File: src/rtl/uart_io_pkg.sv
// Shared constants and state encodings for the UART IO bridge.
package uart_io_pkg;

  localparam int unsigned BYTE_W = 8;
  localparam int unsigned ERR_W  = 5;

  localparam int unsigned ERR_FRAME    = 0;
  localparam int unsigned ERR_RX_OVF   = 1;
  localparam int unsigned ERR_TX_STALL = 2;
  localparam int unsigned ERR_GLITCH   = 3;

  localparam int unsigned STALL_W = 20;

  typedef enum logic [1:0] {
    TX_IDLE,
    TX_START,
    TX_DATA,
    TX_STOP
  } tx_state_e;

  typedef enum logic [2:0] {
    RX_IDLE,
    RX_START,
    RX_DATA,
    RX_STOP,
    RX_WAIT_HIGH
  } rx_state_e;

endpackage

File: src/rtl/uart_io_bridge_if.sv
// Core-side IO handshake bundle: byte stream out, byte stream in, error flags.
interface uart_io_bridge_if;
  import uart_io_pkg::*;

  logic [BYTE_W-1:0] io_out_data;
  logic              io_out_vld;
  logic              io_out_rdy;
  logic [BYTE_W-1:0] io_in_data;
  logic              io_in_vld;
  logic              io_in_rdy;
  logic [ERR_W-1:0]  io_err;

  modport master (
    output io_out_data, io_out_vld, io_in_rdy,
    input  io_out_rdy, io_in_data, io_in_vld, io_err
  );

  modport slave (
    input  io_out_data, io_out_vld, io_in_rdy,
    output io_out_rdy, io_in_data, io_in_vld, io_err
  );

endinterface

File: src/rtl/uart_io_bridge_fifo.sv
// First-word-fall-through synchronous FIFO with registered full/empty flags.
module sync_fifo #(
  parameter int unsigned W  = 8,
  parameter int unsigned AW = 4
) (
  input  logic         clk,
  input  logic         rstn,
  input  logic         push,
  input  logic [W-1:0] push_data,
  input  logic         pop,
  output logic [W-1:0] head,
  output logic         full,
  output logic         empty
);

  localparam int unsigned DEPTH = 1 << AW;

  logic [W-1:0]  mem [DEPTH];
  logic [AW-1:0] wr_ptr;
  logic [AW-1:0] rd_ptr;
  logic [AW:0]   cnt;
  logic [AW:0]   cnt_nxt;

  always_comb cnt_nxt = cnt + (AW+1)'(push) - (AW+1)'(pop);

  // full reads 1 while in reset so producers see no space until reset is released
  always_ff @(posedge clk) begin
    if (!rstn) begin
      wr_ptr <= '0;
      rd_ptr <= '0;
      cnt    <= '0;
      full   <= 1'b1;
      empty  <= 1'b1;
      for (int i = 0; i < DEPTH; i++) mem[i] <= '0;
    end else begin
      if (push) begin
        mem[wr_ptr] <= push_data;
        wr_ptr      <= wr_ptr + AW'(1);
      end
      if (pop) rd_ptr <= rd_ptr + AW'(1);
      cnt   <= cnt_nxt;
      full  <= (cnt_nxt == (AW+1)'(DEPTH));
      empty <= (cnt_nxt == '0);
    end
  end

  assign head = mem[rd_ptr];

endmodule

File: src/rtl/uart_io_bridge.sv
// Bridges the core IO byte handshakes to an 8N1 UART with TX/RX FIFOs
// and sticky line/buffer error flags.
module uart_io_bridge
  import uart_io_pkg::*;
#(
  parameter int unsigned CLK_PER_BIT = 868,
  parameter int unsigned FIFO_AW     = 4
) (
  input  logic             clk,
  input  logic             rstn,
  uart_io_bridge_if.slave  io,
  input  logic             uart_rxd,
  output logic             uart_txd
);

  localparam int unsigned      CW        = $clog2(CLK_PER_BIT);
  localparam logic [CW-1:0]    BIT_LAST  = CW'(CLK_PER_BIT - 1);
  localparam logic [CW-1:0]    BIT_HALF  = CW'(CLK_PER_BIT / 2);
  localparam int unsigned      STALL_CW  = STALL_W + 1;
  localparam logic [STALL_CW-1:0] STALL_LIM = STALL_CW'(1) << STALL_W;

  logic              tx_push, tx_pop, tx_full, tx_empty;
  logic [BYTE_W-1:0] tx_head;
  logic              rx_push, rx_pop, rx_full, rx_empty;
  logic [BYTE_W-1:0] rx_head;

  tx_state_e         tx_state, tx_state_nxt;
  logic [CW-1:0]     tx_cnt, tx_cnt_nxt;
  logic [2:0]        tx_idx, tx_idx_nxt;
  logic [BYTE_W-1:0] tx_sh, tx_sh_nxt;
  logic              txd_nxt;

  rx_state_e         rx_state, rx_state_nxt;
  logic [CW-1:0]     rx_cnt, rx_cnt_nxt;
  logic [2:0]        rx_idx, rx_idx_nxt;
  logic [BYTE_W-1:0] rx_sh, rx_sh_nxt;
  logic              rxd_meta, rxd_sync, rxd_prev;

  logic [ERR_W-1:0]    err, err_nxt;
  logic [STALL_CW-1:0] stall_cnt, stall_cnt_nxt;
  logic                tx_stall;

  assign tx_push        = io.io_out_vld & io.io_out_rdy;
  assign rx_pop         = io.io_in_vld & io.io_in_rdy;
  assign io.io_out_rdy  = ~tx_full;
  assign io.io_in_vld   = ~rx_empty;
  assign io.io_in_data  = rx_head;
  assign io.io_err      = err;

  sync_fifo #(.W(BYTE_W), .AW(FIFO_AW)) u_tx_fifo (
    .clk(clk), .rstn(rstn), .push(tx_push), .push_data(io.io_out_data),
    .pop(tx_pop), .head(tx_head), .full(tx_full), .empty(tx_empty)
  );

  sync_fifo #(.W(BYTE_W), .AW(FIFO_AW)) u_rx_fifo (
    .clk(clk), .rstn(rstn), .push(rx_push), .push_data(rx_sh),
    .pop(rx_pop), .head(rx_head), .full(rx_full), .empty(rx_empty)
  );

  // Transmitter: txd is registered alongside the state it belongs to
  always_ff @(posedge clk) begin
    if (!rstn) begin
      tx_state <= TX_IDLE;
      tx_cnt   <= '0;
      tx_idx   <= '0;
      tx_sh    <= '0;
      uart_txd <= 1'b1;
    end else begin
      tx_state <= tx_state_nxt;
      tx_cnt   <= tx_cnt_nxt;
      tx_idx   <= tx_idx_nxt;
      tx_sh    <= tx_sh_nxt;
      uart_txd <= txd_nxt;
    end
  end

  always_comb begin
    tx_state_nxt = tx_state;
    tx_cnt_nxt   = tx_cnt;
    tx_idx_nxt   = tx_idx;
    tx_sh_nxt    = tx_sh;
    tx_pop       = 1'b0;
    case (tx_state)
      TX_IDLE: begin
        if (!tx_empty) begin
          tx_pop       = 1'b1;
          tx_sh_nxt    = tx_head;
          tx_cnt_nxt   = '0;
          tx_state_nxt = TX_START;
        end
      end
      TX_START: begin
        tx_cnt_nxt = tx_cnt + CW'(1);
        if (tx_cnt == BIT_LAST) begin
          tx_cnt_nxt   = '0;
          tx_idx_nxt   = '0;
          tx_state_nxt = TX_DATA;
        end
      end
      TX_DATA: begin
        tx_cnt_nxt = tx_cnt + CW'(1);
        if (tx_cnt == BIT_LAST) begin
          tx_cnt_nxt = '0;
          tx_sh_nxt  = tx_sh >> 1;
          tx_idx_nxt = tx_idx + 3'd1;
          if (tx_idx == 3'd7) tx_state_nxt = TX_STOP;
        end
      end
      TX_STOP: begin
        tx_cnt_nxt = tx_cnt + CW'(1);
        if (tx_cnt == BIT_LAST) begin
          tx_cnt_nxt   = '0;
          tx_state_nxt = TX_IDLE;
          // Chain straight into the next start bit when a byte is waiting
          if (!tx_empty) begin
            tx_pop       = 1'b1;
            tx_sh_nxt    = tx_head;
            tx_state_nxt = TX_START;
          end
        end
      end
      default: tx_state_nxt = TX_IDLE;
    endcase
    case (tx_state_nxt)
      TX_START: txd_nxt = 1'b0;
      TX_DATA:  txd_nxt = tx_sh_nxt[0];
      default:  txd_nxt = 1'b1;
    endcase
  end

  // Receiver state, synchroniser and sticky error flags
  always_ff @(posedge clk) begin
    if (!rstn) begin
      rxd_meta  <= 1'b1;
      rxd_sync  <= 1'b1;
      rxd_prev  <= 1'b1;
      rx_state  <= RX_IDLE;
      rx_cnt    <= '0;
      rx_idx    <= '0;
      rx_sh     <= '0;
      err       <= '0;
      stall_cnt <= '0;
    end else begin
      rxd_meta  <= uart_rxd;
      rxd_sync  <= rxd_meta;
      rxd_prev  <= rxd_sync;
      rx_state  <= rx_state_nxt;
      rx_cnt    <= rx_cnt_nxt;
      rx_idx    <= rx_idx_nxt;
      rx_sh     <= rx_sh_nxt;
      err       <= err_nxt;
      stall_cnt <= stall_cnt_nxt;
    end
  end

  always_comb begin
    rx_state_nxt  = rx_state;
    rx_cnt_nxt    = rx_cnt;
    rx_idx_nxt    = rx_idx;
    rx_sh_nxt     = rx_sh;
    rx_push       = 1'b0;
    err_nxt       = err;
    tx_stall      = io.io_out_vld & ~io.io_out_rdy;
    stall_cnt_nxt = '0;
    case (rx_state)
      RX_IDLE: begin
        if (rxd_prev && !rxd_sync) begin
          rx_cnt_nxt   = BIT_HALF;
          rx_state_nxt = RX_START;
        end
      end
      RX_START: begin
        rx_cnt_nxt = rx_cnt + CW'(1);
        if (rx_cnt == BIT_LAST) begin
          rx_cnt_nxt = '0;
          rx_idx_nxt = '0;
          if (rxd_sync) begin
            err_nxt[ERR_GLITCH] = 1'b1;
            rx_state_nxt        = RX_IDLE;
          end else begin
            rx_state_nxt = RX_DATA;
          end
        end
      end
      RX_DATA: begin
        rx_cnt_nxt = rx_cnt + CW'(1);
        if (rx_cnt == BIT_LAST) begin
          rx_cnt_nxt = '0;
          rx_sh_nxt  = {rxd_sync, rx_sh[BYTE_W-1:1]};
          rx_idx_nxt = rx_idx + 3'd1;
          if (rx_idx == 3'd7) rx_state_nxt = RX_STOP;
        end
      end
      RX_STOP: begin
        rx_cnt_nxt = rx_cnt + CW'(1);
        if (rx_cnt == BIT_LAST) begin
          rx_cnt_nxt = '0;
          if (!rxd_sync) begin
            err_nxt[ERR_FRAME] = 1'b1;
            rx_state_nxt       = RX_WAIT_HIGH;
          end else begin
            rx_state_nxt = RX_IDLE;
            if (!rx_full || rx_pop) rx_push = 1'b1;
            else                    err_nxt[ERR_RX_OVF] = 1'b1;
          end
        end
      end
      RX_WAIT_HIGH: begin
        if (rxd_sync) rx_state_nxt = RX_IDLE;
      end
      default: rx_state_nxt = RX_IDLE;
    endcase
    // Stuck-core watchdog: flag once the core has pushed into a full FIFO too long
    if (tx_stall) begin
      stall_cnt_nxt = (stall_cnt == STALL_LIM) ? stall_cnt : stall_cnt + STALL_CW'(1);
      if (stall_cnt == STALL_LIM) err_nxt[ERR_TX_STALL] = 1'b1;
    end
    err_nxt[ERR_W-1] = 1'b0;
  end

endmodule

File: src/flat_wrapper.sv
// flat-port wrapper written by rule: the top's interface ports become plain ports
module uart_io_bridge_flat import uart_io_pkg::*;
#(
  parameter int unsigned CLK_PER_BIT = 868,
  parameter int unsigned FIFO_AW     = 4
)
  (clk, rstn, uart_rxd, uart_txd, io_io_out_data, io_io_out_vld, io_io_in_rdy, io_io_out_rdy, io_io_in_data, io_io_in_vld, io_io_err);
  uart_io_bridge_if io_i ();
  input  logic clk;
  input  logic rstn;
  input  logic uart_rxd;
  output logic uart_txd;
  input wire logic [$bits(io_i.io_out_data)-1:0] io_io_out_data;
  input wire logic [$bits(io_i.io_out_vld)-1:0] io_io_out_vld;
  input wire logic [$bits(io_i.io_in_rdy)-1:0] io_io_in_rdy;
  output wire logic [$bits(io_i.io_out_rdy)-1:0] io_io_out_rdy;
  output wire logic [$bits(io_i.io_in_data)-1:0] io_io_in_data;
  output wire logic [$bits(io_i.io_in_vld)-1:0] io_io_in_vld;
  output wire logic [$bits(io_i.io_err)-1:0] io_io_err;
  assign io_i.io_out_data = io_io_out_data;
  assign io_i.io_out_vld = io_io_out_vld;
  assign io_i.io_in_rdy = io_io_in_rdy;
  assign io_io_out_rdy = io_i.io_out_rdy;
  assign io_io_in_data = io_i.io_in_data;
  assign io_io_in_vld = io_i.io_in_vld;
  assign io_io_err = io_i.io_err;
  uart_io_bridge #(.CLK_PER_BIT(CLK_PER_BIT), .FIFO_AW(FIFO_AW)) u_core (.clk(clk), .rstn(rstn), .io(io_i), .uart_rxd(uart_rxd), .uart_txd(uart_txd));
endmodule
File: config.mk
export PLATFORM = sky130hd
export DESIGN_NAME = uart_io_bridge_flat
export DESIGN_NICKNAME = d
export VERILOG_FILES = /design/src/rtl/uart_io_pkg.sv /design/src/rtl/uart_io_bridge_if.sv /design/src/rtl/uart_io_bridge_fifo.sv /design/src/rtl/uart_io_bridge.sv /design/src/flat_wrapper.sv
export SDC_FILE = /design/constraint.sdc
export NUM_CORES = 1
export LEC_CHECK = 0
export ABC_CLOCK_PERIOD_IN_PS = 3150
export BUFFER_PORTS_ARGS = -buffer_cell sky130_fd_sc_hd__buf_2
export CORE_ASPECT_RATIO = 1.2
export CORE_MARGIN = 4
export CORE_UTILIZATION = 50
export DETAILED_ROUTE_END_ITERATION = 8
export HOLD_SLACK_MARGIN = 0.12
export PLACE_DENSITY = 0.71
export SLEW_MARGIN = 20
export SYNTH_ARGS = -nofsm -noshare
export SYNTH_HDL_FRONTEND = slang
export SYNTH_HIERARCHICAL = 1
export SYNTH_SLANG_ARGS = --single-unit
export TNS_END_PERCENT = 5
File: constraint.sdc
create_clock -name clk -period 3.15 [get_ports clk]
set_input_delay 0.4725 -clock clk [delete_from_list [all_inputs] [get_ports clk]]
set_output_delay 0.4725 -clock clk [all_outputs]
set_load 0.005 [all_outputs]
======== Word level (Yosys, flattened, before mapping) ========
Memories as Yosys holds them, arrays and structs flattened. A register that Yosys moved wholly into a read port is not among the register bits.
Cells that the tools add are included.
cells by class
  add/sub/neg operators ................... 13
  equal/unequal tests ..................... 26
  multiplexer cells ....................... 57
  bitwise operators ....................... 7
  reductions and logical operators ........ 27
operators by type and width
  operator                                        count
  2-to-1 mux 10 bit                               4
  2-to-1 mux 8 bit                                5
  one-hot mux 10 bit (2 select lines)             2
  2-to-1 mux 3 bit                                11
  2-to-1 mux 4 bit                                6
  one-hot mux 8 bit (3 select lines)              1
  adder 21 x 1 -> 21 bit (second input constant)  1
  == test 21 bit (second input constant)          1
  adder 10 x 1 -> 10 bit (second input constant)  2
  == test 10 bit (second input constant)          2
  != test 2 x 1 -> 1 bit (second input constant)  9
  adder 4 x 1 -> 4 bit (second input constant)    4
  2-to-1 mux 1 bit                                16
  OR reduction 8 bit                              2
  one-hot mux 3 bit (5 select lines)              1
  AND reduction 3 bit                             5
  2-to-1 mux 2 bit                                6
  one-hot mux 3 bit (2 select lines)              2
  adder 5 x 1 -> 5 bit                            2
  == test 5 bit (second input constant)           2
  logical NOT 5 bit                               2
  subtractor 5 x 1 -> 5 bit                       2
  == test 3 bit (second input constant)           3
  one-hot mux 2 bit (4 select lines)              1
  20 further kinds                                38
word-level totals
  register bits ........................... 107
  memory bits (writable) .................. 256
  bits of input ports ..................... 13
  output and inout port bits .............. 16
  logic and storage cells ................. 161
  memories kept ........................... 2
memory list
  name                  words  width  read ports  clocked after Yosys merged registers in  wr ports  RTL line                   source
  u_core.u_rx_fifo.mem  16     8      1           1                                        16        uart_io_bridge_fifo.sv:18  logic [W-1:0] mem [DEPTH];
  u_core.u_tx_fifo.mem  16     8      1           1                                        16        uart_io_bridge_fifo.sv:18

======== Longest topological paths before layout ========
  depth in word-level cells ............... 12
  depth in mapped cells ................... 14
  mapped depth without buffers ............ 13

======== By module ========
The synthesis kept the hierarchy.
modules (own cells, without submodules)
  module                        instances  cells each  area each (sq um)  sequential area each (sq um)
  sync_fifo (u_core.u_tx_fifo)  1          462         6,761.5            4,224.1
  sync_fifo (u_core.u_rx_fifo)  1          459         6,751.5            4,224.1
  uart_io_bridge                1          437         3,843.7            1,521.5

======== Worst setup path before layout ========
OpenSTA, ideal clock, no wires.
  path type ............................... reg-to-reg
  start ................................... register u_core.rx_cnt[0]
  end ..................................... memory u_core.u_rx_fifo.mem[0][0], enable pin
  setup time .............................. 384 ps
  arrival time ............................ 2,969 ps
  data required time ...................... 2,766 ps
  path slack .............................. -203 ps
  cell stages (with the launch flop) ...... 9
  path buffers ............................ 1
  clock period less this slack ............ 3,353 ps
  path through ............................ dfxtp_1 -> ha_1 -> nand4b_1 -> nor4_4 -> nand2_1 -> nor3b_1 -> nand2b_1 -> clkbuf_1 -> o21ai_0
RTL lines
  item                    RTL line                   source
  start, declared         uart_io_bridge.sv:34       logic [CW-1:0] rx_cnt, rx_cnt_nxt;
  start signal, assigned  uart_io_bridge.sv:148      rx_cnt <= rx_cnt_nxt;
  end, declared           uart_io_bridge_fifo.sv:18

======== Worst setup path after layout ========
  start ................................... register u_core.tx_cnt[1]
  end ..................................... register u_core.u_tx_fifo.empty
on the way
  word-level cells in the longest chain between the ends .. 5
ends and longest elaborated chain
  item                                RTL line                   source
  start, declared                     uart_io_bridge.sv:28       logic [CW-1:0] tx_cnt, tx_cnt_nxt;
  start signal, assigned              uart_io_bridge.sv:70       tx_cnt <= tx_cnt_nxt;
  == test 10 bit                      uart_io_bridge.sv:111      if (tx_cnt == BIT_LAST) begin
  2-to-1 mux 1 bit                    uart_io_bridge.sv:111
  one-hot mux 1 bit (2 select lines)  uart_io_bridge.sv:83       case (tx_state)
  net u_core.tx_pop                   uart_io_bridge.sv:22       logic tx_push, tx_pop, tx_full, tx_empty;
  subtractor 5 x 1 -> 5 bit           uart_io_bridge_fifo.sv:24  always_comb cnt_nxt = cnt + (AW+1)'(push) - (AW+1)'(pop);
  logical NOT 5 bit                   uart_io_bridge_fifo.sv:43  empty <= (cnt_nxt == '0);
  end signal, assigned                uart_io_bridge_fifo.sv:43
  end, declared                       uart_io_bridge_fifo.sv:13  output logic empty
The timed path passes the listed nets, and every way through them passes these cells.
A chain may end at the register's enable or synchronous reset.

==> impl_metrics.tcl <==
set metrics [dict create \
    status "completed" \
    ant_nets 0 \
    yosys.cell_types.count 81 \
    start_util_pct 50.8 \
    cts_buffers 39 \
    ys_seq_elements 370 \
    hold_buffers 0 \
    dr.pass1.iters 5 \
    vias 10711 \
    clockBufferDepth 3 \
    cp.required_ps 3550 \
    cts-root-buf "clkbuf_16" \
    clkPwrFrac_pct 36.0 \
    syn_nets 1406 \
    hold_viol 0 \
    htreeDepth 2 \
    synth_cells 1358 \
    path_cells "ha_1, and4b_1, a41oi_1, nor3_2, ha_1, inv_1, ha_1, inv_1, fa_1, nand2b_1, a21oi_2, xnor2_1, o41ai_2" \
    fin_nets 1461 \
    p_sw_mw 3.20 \
    cts_setup_buffers 0 \
    drt-vias-per-instance 5.64 \
    wirelength_um 36000 \
    place_area_um2 18100 \
    grt_pass1_vias 10642 \
    skew_ps 28.1 \
    cap_violations 0 \
    drt_iter0_markers 663 \
    end_kind "flip-flop" \
    drcViolationCount 0 \
    synth_area_leader_cell "edfxtp_1" \
    leakagePower_nw 7.10 \
    syn_area_um2 17400 \
    vdd_drop_max_uv 472 \
    slowest_delay_ps 390 \
    cp_common_cell "ha_1" \
    seqPwrFrac_pct 45.9 \
    combinationalPowerShare_pct 18.1 \
    clkTransAtPathRegs_ps 60 \
    wl_per_cell_um 19.0 \
    grt_pass1_wl_um 57200 \
    dieHeight_um 212 \
    antenna_found_initial 1 \
    pin_count 29 \
    synthFlopType "edfxtp_1" \
    gp_congestion 0.825 \
    yosysWarnings 6 \
    portBuffers 27 \
    grt_max_degree 37 \
    fin_crit_sh_pct 97.5 \
    worstMarginPinSlew_ps 806 \
    hold_class "in -> reg" \
    drv_slew 0 \
    setup_viol_count_final 0 \
    grt_usage_pct 19.1 \
    crit_slowest_cell "fa_1" \
    syn2layout_area_growth_pct 11.8 \
    rows 74 \
    timing.rr.start "u_core/tx_cnt[1]" \
    p_sw_share_pct 25.9 \
    grt-ovfl-total 0 \
    min_from "uart_rxd" \
    die_area_um2 37800 \
    synth_most_common_cell "and2_1" \
    layout_setup_ws_ps 77.9 \
    cp_data_arrival_time_ps 3470 \
    dp_slack_ps 65.7 \
    cts_resized 0 \
    power_density_nw_per_um2 637 \
    total_power_mw 12.4 \
    place_hpwl_um 23700 \
    path_class "reg -> reg" \
    cts.sinks 370 \
    startpoint_type "flip-flop" \
    internal-power_mw 9.17 \
    seq_area_frac_synth_pct 57.4 \
    synth-edff-count 256 \
    synth_top_area_share_pct 44.3 \
    clk_latency_ps 530 \
    crit_start "u_core/tx_cnt[1]" \
    coreArea_um2 34200 \
    avgSynthCellArea_um2 12.8 \
    worstPathMaxFanout 5 \
    drive_above_1_share_pct 14.1 \
    slew_headroom_pct 46.1 \
    design_area_um2 19400 \
    async_reset_ff_share_pct 0 \
    die-width_um 178 \
    synth_area_leaders "edfxtp_1, dfxtp_1, and2_1" \
    period_needed_ps 3070 \
    n_antenna_cell 0 \
    max_freq_mhz 326 \
    grt_setup_unrepaired "true" \
    synth_common_cells "and2_1, edfxtp_1, dfxtp_1" \
    cts_tree "done" \
]
==> flip-flops by register name, summed over array words and instances (netlist names), 2 cells and up, named ones only <==
signal / cells
u_core/io.io_err: 4
u_core/rx_cnt: 10
u_core/rx_idx: 3
u_core/rx_sh: 8
u_core/rx_state: 3
u_core/stall_cnt: 21
u_core/tx_cnt: 10
u_core/tx_idx: 3
u_core/tx_sh: 8
u_core/tx_state: 2
u_core/u_rx_fifo/cnt: 5
u_core/u_rx_fifo/mem: 128
u_core/u_rx_fifo/rd_ptr: 4
u_core/u_rx_fifo/wr_ptr: 4
u_core/u_tx_fifo/cnt: 5
u_core/u_tx_fifo/mem: 128
u_core/u_tx_fifo/rd_ptr: 4
u_core/u_tx_fifo/wr_ptr: 4
==> logic make-up after synthesis <==
logic type,after synthesis,synth area share [%]
adders and majority gates,35,2.61
xor gates and xnor gates,38,1.92
other,1,0.0216
AOI/OAI and AO/OA,178,7.21
buffers and inverters,103,2.98
and+or+nand+nor,554,18.1
DFF,370,57.4
muxes,79,9.78
==> per-layer routing <==
layer	routed length [µm]	global-route usage, %	vias up	part of all wire (%)
met5	13	0	-	0.036
met4	760	5.12	2	2.1
met3	1490	2.47	61	4.1
met2	19000	34.6	240	53
met1	14800	24.3	5314	41
li1	-	-	5094	-
==> area by class of cell <==
class,count,area (µm²)
clock buffers,58,1150
fillers,2824,14800
multi-input cells,885,6900
repair buffers,83,568
clock inverters,14,111
inverters,34,128
well taps,456,571
flip-flops and latches,370,9970
==> worst paths after layout <==
path | to | slack, ps | cells past startpoint
setup / recovery | u_core/u_tx_fifo/empty | 80 | 13
hold / removal | u_core/rxd_meta | 150 | 2
setup reg to reg | u_core/u_tx_fifo/empty | 80 | 13
hold reg to reg | u_core/rxd_sync | 410 | 1
==> placed cells by master, fill, tap and decap left out, types with 26 or more instances in the layout <==
cell / synthesis / final
and2_1: 285 / 285
nor2_1: 90 / 87
edfxtp_1: 256 / 256
a22oi_1: 41 / 41
o21ai_0: 45 / 45
mux4_1: 28 / 28
buf_2: 10 / 27
nand3_1: 30 / 30
nand2_1: 55 / 54
mux4_2: 36 / 36
clkbuf_16: 0 / 42
a21oi_1: 27 / 26
inv_1: 33 / 33
dfxtp_1: 114 / 112
ha_1: 33 / 33
buf_4: 3 / 55
==> power groups by stage <==
stage          clock [mW]  combinational [mW]  sequential [mW]
3_5_place_dp            0                2.21             5.79
6_report             4.45                2.24             5.68
2_1_floorplan           0                1.75             5.68
4_1_cts              4.56                2.23             5.68
3_3_place_gp            0                2.17             5.77
5_1_grt              4.77                2.47             5.71
==> critical path: cells and delay by family, from the launching register on <==
kind | cells | cell delay (ps)
AOI/OAI and AO/OA | 3 | 860
DFF | 1 | 340
xor gates and xnor gates | 1 | 120
and+or+nand+nor | 3 | 480
buffers and inverters | 2 | 110
adders and majority gates | 4 | 1040
==> through the flow <==
step	TNS, ps	instances	hold WS, ps	util (%)
6_report	0	1900	152	56.8
5_1_grt	-100	1900	176	56.8
4_1_cts	0	1900	130	56.7
3_5_place_dp	0	1828	399	53.0
3_3_place_gp	0	1828	395	53.0
2_1_floorplan	-25810	1358	386	-
Note: power is estimated with default switching activity, not from simulation.
